<file path="config.mk">
export PLATFORM = sky130hd
export DESIGN_NAME = ram_burst_initiator
export DESIGN_NICKNAME = d
export VERILOG_FILES = /design/src/rtl/ram_burst_initiator.sv
export SDC_FILE = /design/constraint.sdc
export NUM_CORES = 1
export LEC_CHECK = 0
export ABC_AREA = 1
export CAP_MARGIN = 20
export CELL_PAD_IN_SITES_DETAIL_PLACEMENT = 1
export CELL_PAD_IN_SITES_GLOBAL_PLACEMENT = 2
export CORE_ASPECT_RATIO = 1.25
export CORE_MARGIN = 4
export CORE_UTILIZATION = 29
export DETAILED_ROUTE_END_ITERATION = 8
export PLACE_DENSITY_LB_ADDON = 0.25
export SETUP_SLACK_MARGIN = 0.1
export SLEW_MARGIN = 5
export SYNTH_ARGS = -nofsm -noshare
export SYNTH_HDL_FRONTEND = slang
export SYNTH_SLANG_ARGS = --single-unit
</file>
<file path="constraint.sdc">
create_clock -name clk -period 2.7 [get_ports clk]
set_clock_uncertainty 0.2 [all_clocks]
set_input_delay 0.27 -clock clk [delete_from_list [all_inputs] [get_ports clk]]
set_output_delay 0.27 -clock clk [all_outputs]
set_load 0.03 [all_outputs]
</file>
<file path="src/rtl/ram_burst_initiator.sv">
// Burst initiator for a 1R1W synchronous RAM port: write bursts stream straight to the RAM,
// read bursts return through a small credit-managed FIFO that hides the 1-cycle RAM read latency.
module ram_burst_initiator #(
   parameter int AW     = 8,
   parameter int DW     = 6,
   parameter int LW     = 8,
   parameter int FDEPTH = 4
) (
   input  logic          clk,
   input  logic          rst_n,
   input  logic          cmd_valid_i,
   output logic          cmd_ready_o,
   input  logic          cmd_write_i,
   input  logic [AW-1:0] cmd_addr_i,
   input  logic [LW-1:0] cmd_len_i,
   input  logic          wr_valid_i,
   output logic          wr_ready_o,
   input  logic [DW-1:0] wr_data_i,
   output logic          rd_valid_o,
   input  logic          rd_ready_i,
   output logic [DW-1:0] rd_data_o,
   output logic          rd_last_o,
   output logic          busy_o,
   output logic          done_o,
   output logic          ram_write_en_o,
   output logic [AW-1:0] ram_write_addr_o,
   output logic [DW-1:0] ram_write_data_o,
   output logic          ram_read_en_o,
   output logic [AW-1:0] ram_read_addr_o,
   input  logic [DW-1:0] ram_read_data_i
);

   localparam int PW = $clog2(FDEPTH);

   typedef enum logic [1:0] {S_IDLE, S_WRITE, S_READ, S_DRAIN} state_e;

   state_e        state_q, state_d;
   logic [AW-1:0] cur_q, cur_d;
   logic [LW-1:0] rem_q, rem_d;
   logic          infl_q, infl_d;
   logic          infl_last_q, infl_last_d;
   logic          done_q, done_d;

   logic [FDEPTH-1:0][DW-1:0] fifo_data_q;
   logic [FDEPTH-1:0]         fifo_last_q;
   logic [PW-1:0]             wptr_q, rptr_q;
   logic [PW:0]               cnt_q;

   logic push, pop, empty, credit_ok, beat_last;

   assign empty     = (cnt_q == '0);
   assign push      = infl_q;
   assign pop       = !empty && rd_ready_i;
   assign beat_last = (rem_q == '0);
   // A read may only issue if its data is guaranteed a FIFO slot when it returns.
   assign credit_ok = ({1'b0, cnt_q} + (PW+2)'(infl_q)) < (PW+2)'(FDEPTH);

   assign rd_valid_o  = !empty;
   assign rd_data_o   = empty ? '0 : fifo_data_q[rptr_q];
   assign rd_last_o   = empty ? 1'b0 : fifo_last_q[rptr_q];
   assign cmd_ready_o = (state_q == S_IDLE);
   assign busy_o      = (state_q != S_IDLE);
   assign done_o      = done_q;

   always_comb begin
      state_d          = state_q;
      cur_d            = cur_q;
      rem_d            = rem_q;
      infl_d           = 1'b0;
      infl_last_d      = 1'b0;
      done_d           = 1'b0;
      wr_ready_o       = 1'b0;
      ram_write_en_o   = 1'b0;
      ram_write_addr_o = '0;
      ram_write_data_o = '0;
      ram_read_en_o    = 1'b0;
      ram_read_addr_o  = '0;
      unique case (state_q)
         S_IDLE: begin
            if (cmd_valid_i) begin
               state_d = cmd_write_i ? S_WRITE : S_READ;
               cur_d   = cmd_addr_i;
               rem_d   = cmd_len_i;
            end
         end
         S_WRITE: begin
            wr_ready_o = 1'b1;
            if (wr_valid_i) begin
               ram_write_en_o   = 1'b1;
               ram_write_addr_o = cur_q;
               ram_write_data_o = wr_data_i;
               cur_d            = cur_q + AW'(1);
               rem_d            = rem_q - LW'(1);
               if (beat_last) begin
                  state_d = S_IDLE;
                  done_d  = 1'b1;
               end
            end
         end
         S_READ: begin
            if (credit_ok) begin
               ram_read_en_o   = 1'b1;
               ram_read_addr_o = cur_q;
               infl_d          = 1'b1;
               infl_last_d     = beat_last;
               cur_d           = cur_q + AW'(1);
               rem_d           = rem_q - LW'(1);
               if (beat_last) state_d = S_DRAIN;
            end
         end
         S_DRAIN: begin
            // The tagged final beat is the youngest entry, so popping it leaves nothing behind.
            if (pop && rd_last_o) begin
               state_d = S_IDLE;
               done_d  = 1'b1;
            end
         end
         default: state_d = S_IDLE;
      endcase
   end

   always_ff @(posedge clk or negedge rst_n) begin
      if (!rst_n) begin
         state_q     <= S_IDLE;
         cur_q       <= '0;
         rem_q       <= '0;
         infl_q      <= 1'b0;
         infl_last_q <= 1'b0;
         done_q      <= 1'b0;
         wptr_q      <= '0;
         rptr_q      <= '0;
         cnt_q       <= '0;
      end else begin
         state_q     <= state_d;
         cur_q       <= cur_d;
         rem_q       <= rem_d;
         infl_q      <= infl_d;
         infl_last_q <= infl_last_d;
         done_q      <= done_d;
         if (push) wptr_q <= wptr_q + PW'(1);
         if (pop)  rptr_q <= rptr_q + PW'(1);
         if (push && !pop)      cnt_q <= cnt_q + (PW+1)'(1);
         else if (pop && !push) cnt_q <= cnt_q - (PW+1)'(1);
      end
   end

   always_ff @(posedge clk) begin
      if (push) begin
         fifo_data_q[wptr_q] <= ram_read_data_i;
         fifo_last_q[wptr_q] <= infl_last_q;
      end
   end

endmodule

</file>
Word level (Yosys, flattened, before mapping) --
Cells that the tools add are included.
Cells by class: $add $sub $neg 7, magnitude comparators 4, equal/unequal tests 9, mux-type cells 47, reduce and logical (&&, ||, !) cells 16
Operators with widths (count):
- 8-bit two-way mux | 10
- 8-bit one-hot mux with 3 select lines | 2
- 6-bit two-way mux | 5
- 24-bit bitwise mux | 1
- 2-bit two-way mux | 7
- 1-bit two-way mux | 13
- 6-bit binary-select mux with 2-bit select | 1
- 6-bit demux with 2-bit select | 1
- 2-bit inequality test, second input constant | 6
- 8-bit by 1-bit adder with 8-bit output, second input constant | 1
- 8-bit logical NOT | 1
- 2-bit one-hot mux with 4 select lines | 1
- 8-bit by 1-bit subtractor with 8-bit output, second input constant | 1
- 2-bit by 3-bit less-than comparator with 1-bit output, second input constant | 2
- 3-bit two-way mux | 2
- 6-bit AND reduction | 1
- 1-bit logical AND | 5
- 2-bit by 1-bit adder with 2-bit output, second input constant | 2
- 3-bit by 1-bit adder with 4-bit output | 1
- 4-bit bitwise mux | 1
- 2-bit equality test, second input constant | 2
- 4-bit by 3-bit less-than comparator with 1-bit output, second input constant | 1
- 4-bit AND reduction | 1
- 2-bit nonzero test | 2
- other kinds (11) | 13
Storage, ports and cells: bits in registers 56, input bits 34, output and inout bits 36

Depth between registers and ports, before layout --
depth after elaboration 6, mapped depth 10, depth with buffers taken out 10

Worst setup path before layout --
No wires, ideal clock.
kind register to output, from register state_q[1], to output ram_write_addr_o[0], arrival time 1.722 ns, data required time 2.230 ns, slack 0.508 ns, cell stages (with the launch flop) 6, buffers on the path 1, path through dfrtp_1 -> inv_1 -> ha_1 -> nand2_1 -> clkbuf_1 -> nor2_1
Between the ends: longest elaborated chain between the ends 2
RTL lines:
- from (decl) | line 37 | state_e state_q, state_d;
- from (signal assigned) | line 134 | state_q <= state_d;
- 2-bit by 1-bit equality test with 1-bit output | line 78 | unique case (state_q)
- 8-bit two-way mux | line 78
- to (decl) | line 26 | output logic [AW-1:0] ram_write_addr_o,
No other way between the ends.

Worst setup path after layout --
from register rptr_q[1], to output rd_last_o
Between the ends: longest elaborated chain between the ends 3
RTL lines:
- from (decl) | line 46 | logic [PW-1:0] wptr_q, rptr_q;
- from (signal assigned) | line 141 | if (pop) rptr_q <= rptr_q + PW'(1);
- 1-bit binary-select mux with 2-bit select | line 60 | assign rd_last_o = empty ? 1'b0 : fifo_last_q[rptr_q];
- 1-bit two-way mux (not written as such) | line 60
- 1-bit two-way mux | line 60
- to (decl) | line 22 | output logic rd_last_o,
No other way between the ends. The select of a mux whose other input is x is not followed.

==> results.md <==
- Number of global-route vias before repair: ~2800
- Commonest cells after routing, fill and taps aside: 82 x nand2_1, 73 x nor2_1, 44 x inv_1
- Clock Sinks: 56
- FF-to-FF Start: cnt_q[1]
- Site Rows: 42
- CTS tree: done
- Detailed placement HPWL: 6070 um
- Die area: between 10000 and 15000 um2
- Final critical-path setup slack: between 0.2 and 0.3 ns
- Comb power frac: around 56%
- Via density per instance: ~4.6
- Detailed-route DRC error count: 0
- Cell with the largest stage delay on the worst path: clkdlybuf4s50_1
- Proportion of synthesized area in mux cells: 0.361%
- Core Footprint: 10600 um2
- Clock root buffer: clkbuf_16
- Yosys warning total: 0
- Count of distinct cell types in the synthesized netlist: 30
- Least-Margin Pin Slew: about 0.41 ns
- Final GP Congestion: 0.729
- Worst setup slack before clock tree synthesis: about 0.11 ns
- Switching Fraction: 47.7%
- Total number of H-tree levels: 2
- Worst-case clock buffer depth: 2
- Die Span Y: roughly 120 um
- Worst path buffer plus inverter count: 2
- Count of mapped cells out of synthesis: approximately 370
- Maximum number of pins on one net before global-route repair: 29
- Clock period minus final worst setup slack: around 2.4 ns
- Worst slew slack as a fraction of its limit: 72.9%
- Number of buffers inserted during clock tree synthesis: 5
- Simple-gate share of the synthesized area: 24.8%
- Peak supply drop: 0.338 mV
- Setup violators final: 0
- Number of setup buffers added after CTS: 0
- Kind of end point of the critical path: primary output
- Min Hold Slack: ~0.16 ns
- Via count of the routed design: around 2600
- Power dissipated by switching net loads: between 2 and 2.5 mW
- Type of element launching the critical path: flop
- Clock slew at the register clock pins of the worst setup and hold paths: around 0.080 ns
- Register bit count reported by yosys: 56
- Worst r2r path cells: 9
- Maximum achievable frequency: 0.416 GHz
- Initial DRC Count: 46
- Post-synthesis area per instance: between 8 and 9 um2
- Worst reg2reg endpoint: cnt_q[2]
- Summed instance area of the synthesized netlist: about 3100 um2
- Data arrival time at the worst-slack endpoint: a little under 2 ns
- Adder-Cell Fraction of Synth Area: 6.25%
- Synthesis-to-layout area growth: 30.5%
- R2R setup slack: between 0.5 and 0.6 ns
- Total Negative Setup Slacks: 0 ns
- Top Family by Delay on Critical Path: buffers and inverters
- X dimension of the die: between 100 and 150 um
- Total power density per cell area: 1140 nW/um2
- Dominant combinational cell family by area after synthesis: simple AND/OR/NAND/NOR gates
- Post-layout util: between 30% and 40%
- LEAKAGE: 1.98 nW
- First-pass GRT wire length: around 13000 um
- Antenna Cells: 0
- Later-pin clock latency in the skew report: roughly 0.30 ns
- Critical-path maximum fanout: 9
- Starting utilization of the core area: 29.6%
- Delay contributed by the slowest stage of the critical path: 0.69 ns
- Wirelength per Cell: about 14 um
- Synth Area in Compound Gates: between 8 and 9%
- CP required: roughly 2.2 ns
- Layout cells sized above 1: under 10%
- Xor-xnor portion of the synthesized cell area: 1.40%
- First-pass iteration count of the detailed router: 4
- Post-synthesis net count: between 400 and 500
- Aggregate routed wire length: 7890 um
- Cell breakdown of the critical path: inv_2, nand3_1, a21oi_1, clkdlybuf4s50_1
- Count of max-cap constraint violations: 0
- Net count, final: ~490
- Most common cell after layout, fill and taps aside: nand2_1
- Min-Delay Path Class: input pin to async pin
- Setup repair after global routing missed its margin: no
- Buffers added on ports: ~70
- Internal Pwr Total: around 2.4 mW
- Residual antenna-violating net count after detailed routing: 0
- Portion of the clock cycle consumed by the worst path in the final layout: roughly 90%
- Antenna violations before repair: 0
- Register area share after synthesis: roughly half
- Number of placed I/O pins: 70
- Final-report max-slew violation count: 0
- Critical Setup Path Class: flop to primary output
- GR Overflow Total: 0
- Share of total power in sequential cells: a little under a third
- Hold violation total from the final report: 0
- Global router's overall resource usage: between 10% and 20%
- Status: completed
- Total of fill cells in the finished design: 1271
- Fraction of power consumed by the clock network: roughly 14%
==> power by group through the flow <==
stage               Clock [mW]  Sequential (mW)  Combinational (mW)
CTS                      0.692             1.41                2.65
floorplan                    0             1.32                1.97
finish                   0.664             1.40                2.57
global placement             0             1.41                2.62
global route             0.728             1.44                2.94
detailed placement           0             1.42                2.68
==> area by class of cell <==
cell class | instances | area, um2 | share of cell area (%)
clock buffers | 5 | 125 | 3.07
clock inverters | 3 | 21.3 | 0.522
inverters | 52 | 198 | 4.85
multi-input cells | 255 | 1310 | 32.1
flip-flops and latches | 56 | 1540 | 37.9
well taps | 132 | 165 | 4.05
repair buffers | 74 | 713 | 17.5
==> worst max path at each step <==
stage | from | endpoint | slack (ns) | cells after the start
final | rptr_q[1] | rd_last_o | 0.29 | 4
after global routing | state_q[0] | ram_read_addr_o[2] | 0.13 | 5
after CTS | rptr_q[0] | rd_data_o[1] | 0.10 | 6
after detailed placement | state_q[1] | ram_write_data_o[1] | 0.11 | 5
after global placement | state_q[1] | ram_write_data_o[5] | 0.23 | 5
after floorplan | state_q[1] | ram_write_addr_o[0] | 0.51 | 5
==> synth_stat cells <==
cell type | count | area (um2)
a21oi_1 | 11 | 55.1
buf_12 | 1 | 20.0
buf_2 | 6 | 30.0
buf_6 | 2 | 22.5
clkbuf_1 | 1 | 3.75
clkbuf_2 | 1 | 5.00
dfrtp_1 | 28 | 701
edfxtp_1 | 28 | 841
fa_1 | 1 | 20.0
ha_1 | 14 | 175
inv_1 | 44 | 165
inv_2 | 7 | 26.3
inv_4 | 1 | 6.26
mux2_2 | 1 | 11.3
nand2_1 | 83 | 312
nand2_2 | 2 | 12.5
nand3_1 | 17 | 85.1
nand3_2 | 1 | 10.0
nand3b_4 | 1 | 20.0
nand4_1 | 4 | 25.0
nor2_1 | 73 | 274
nor2_2 | 2 | 12.5
nor3_4 | 1 | 16.3
o21ai_0 | 20 | 100
o21ai_1 | 9 | 45.0
o21ai_2 | 8 | 70.1
o31ai_1 | 1 | 7.51
or2_2 | 1 | 6.26
xnor2_1 | 1 | 8.76
xor2_1 | 4 | 35.0
==> kinds of logic after synthesis <==
family	count (synthesis)
compound gates	49
simple gates	185
xor+xnor	5
buf+inv	63
fa+ha+maj	15
flops	56
mux	1
==> what timing repair did <==
| action | 4_1_cts | 5_1_grt |
|---|---|---|
| resized for setup | 27 | 6 |
| hold buffers | 0 | 0 |
| pin swaps | 0 | 0 |
| setup endpoints to repair | 28 | 6 |
==> per-stage QoR <==
| step | area (um2) | cells | power [mW] |
|---|---|---|---|
| 6_report | 4070 | 577 | 4.63 |
| 2_1_floorplan | 3120 | 374 | 3.29 |
| 3_5_place_dp | 3930 | 569 | 4.10 |
| 4_1_cts | 4060 | 577 | 4.75 |
| 3_3_place_gp | 3930 | 569 | 4.03 |
| 5_1_grt | 4070 | 577 | 5.11 |
==> per-layer routing <==
metal	share of wire (%)	track usage, %	vias up	routed length (um)
li1	-	-	1320	-
met1	41	15.1	1263	3260
met2	54	25.8	43	4290
met3	3.4	2.52	5	272
met4	0.72	2.78	0	57
met5	0	0	-	0
==> sequential cells by signal, indices dropped and copies added, names as in the netlist <==
register,flops
wptr_q,2
fifo_last_q,4
infl_last_q,1
rptr_q,2
infl_q,1
fifo_data_q,24
state_q,2
cnt_q,3
done_o,1
rem_q,8
cur_q,8
Note: power is estimated with default switching activity, not from simulation.
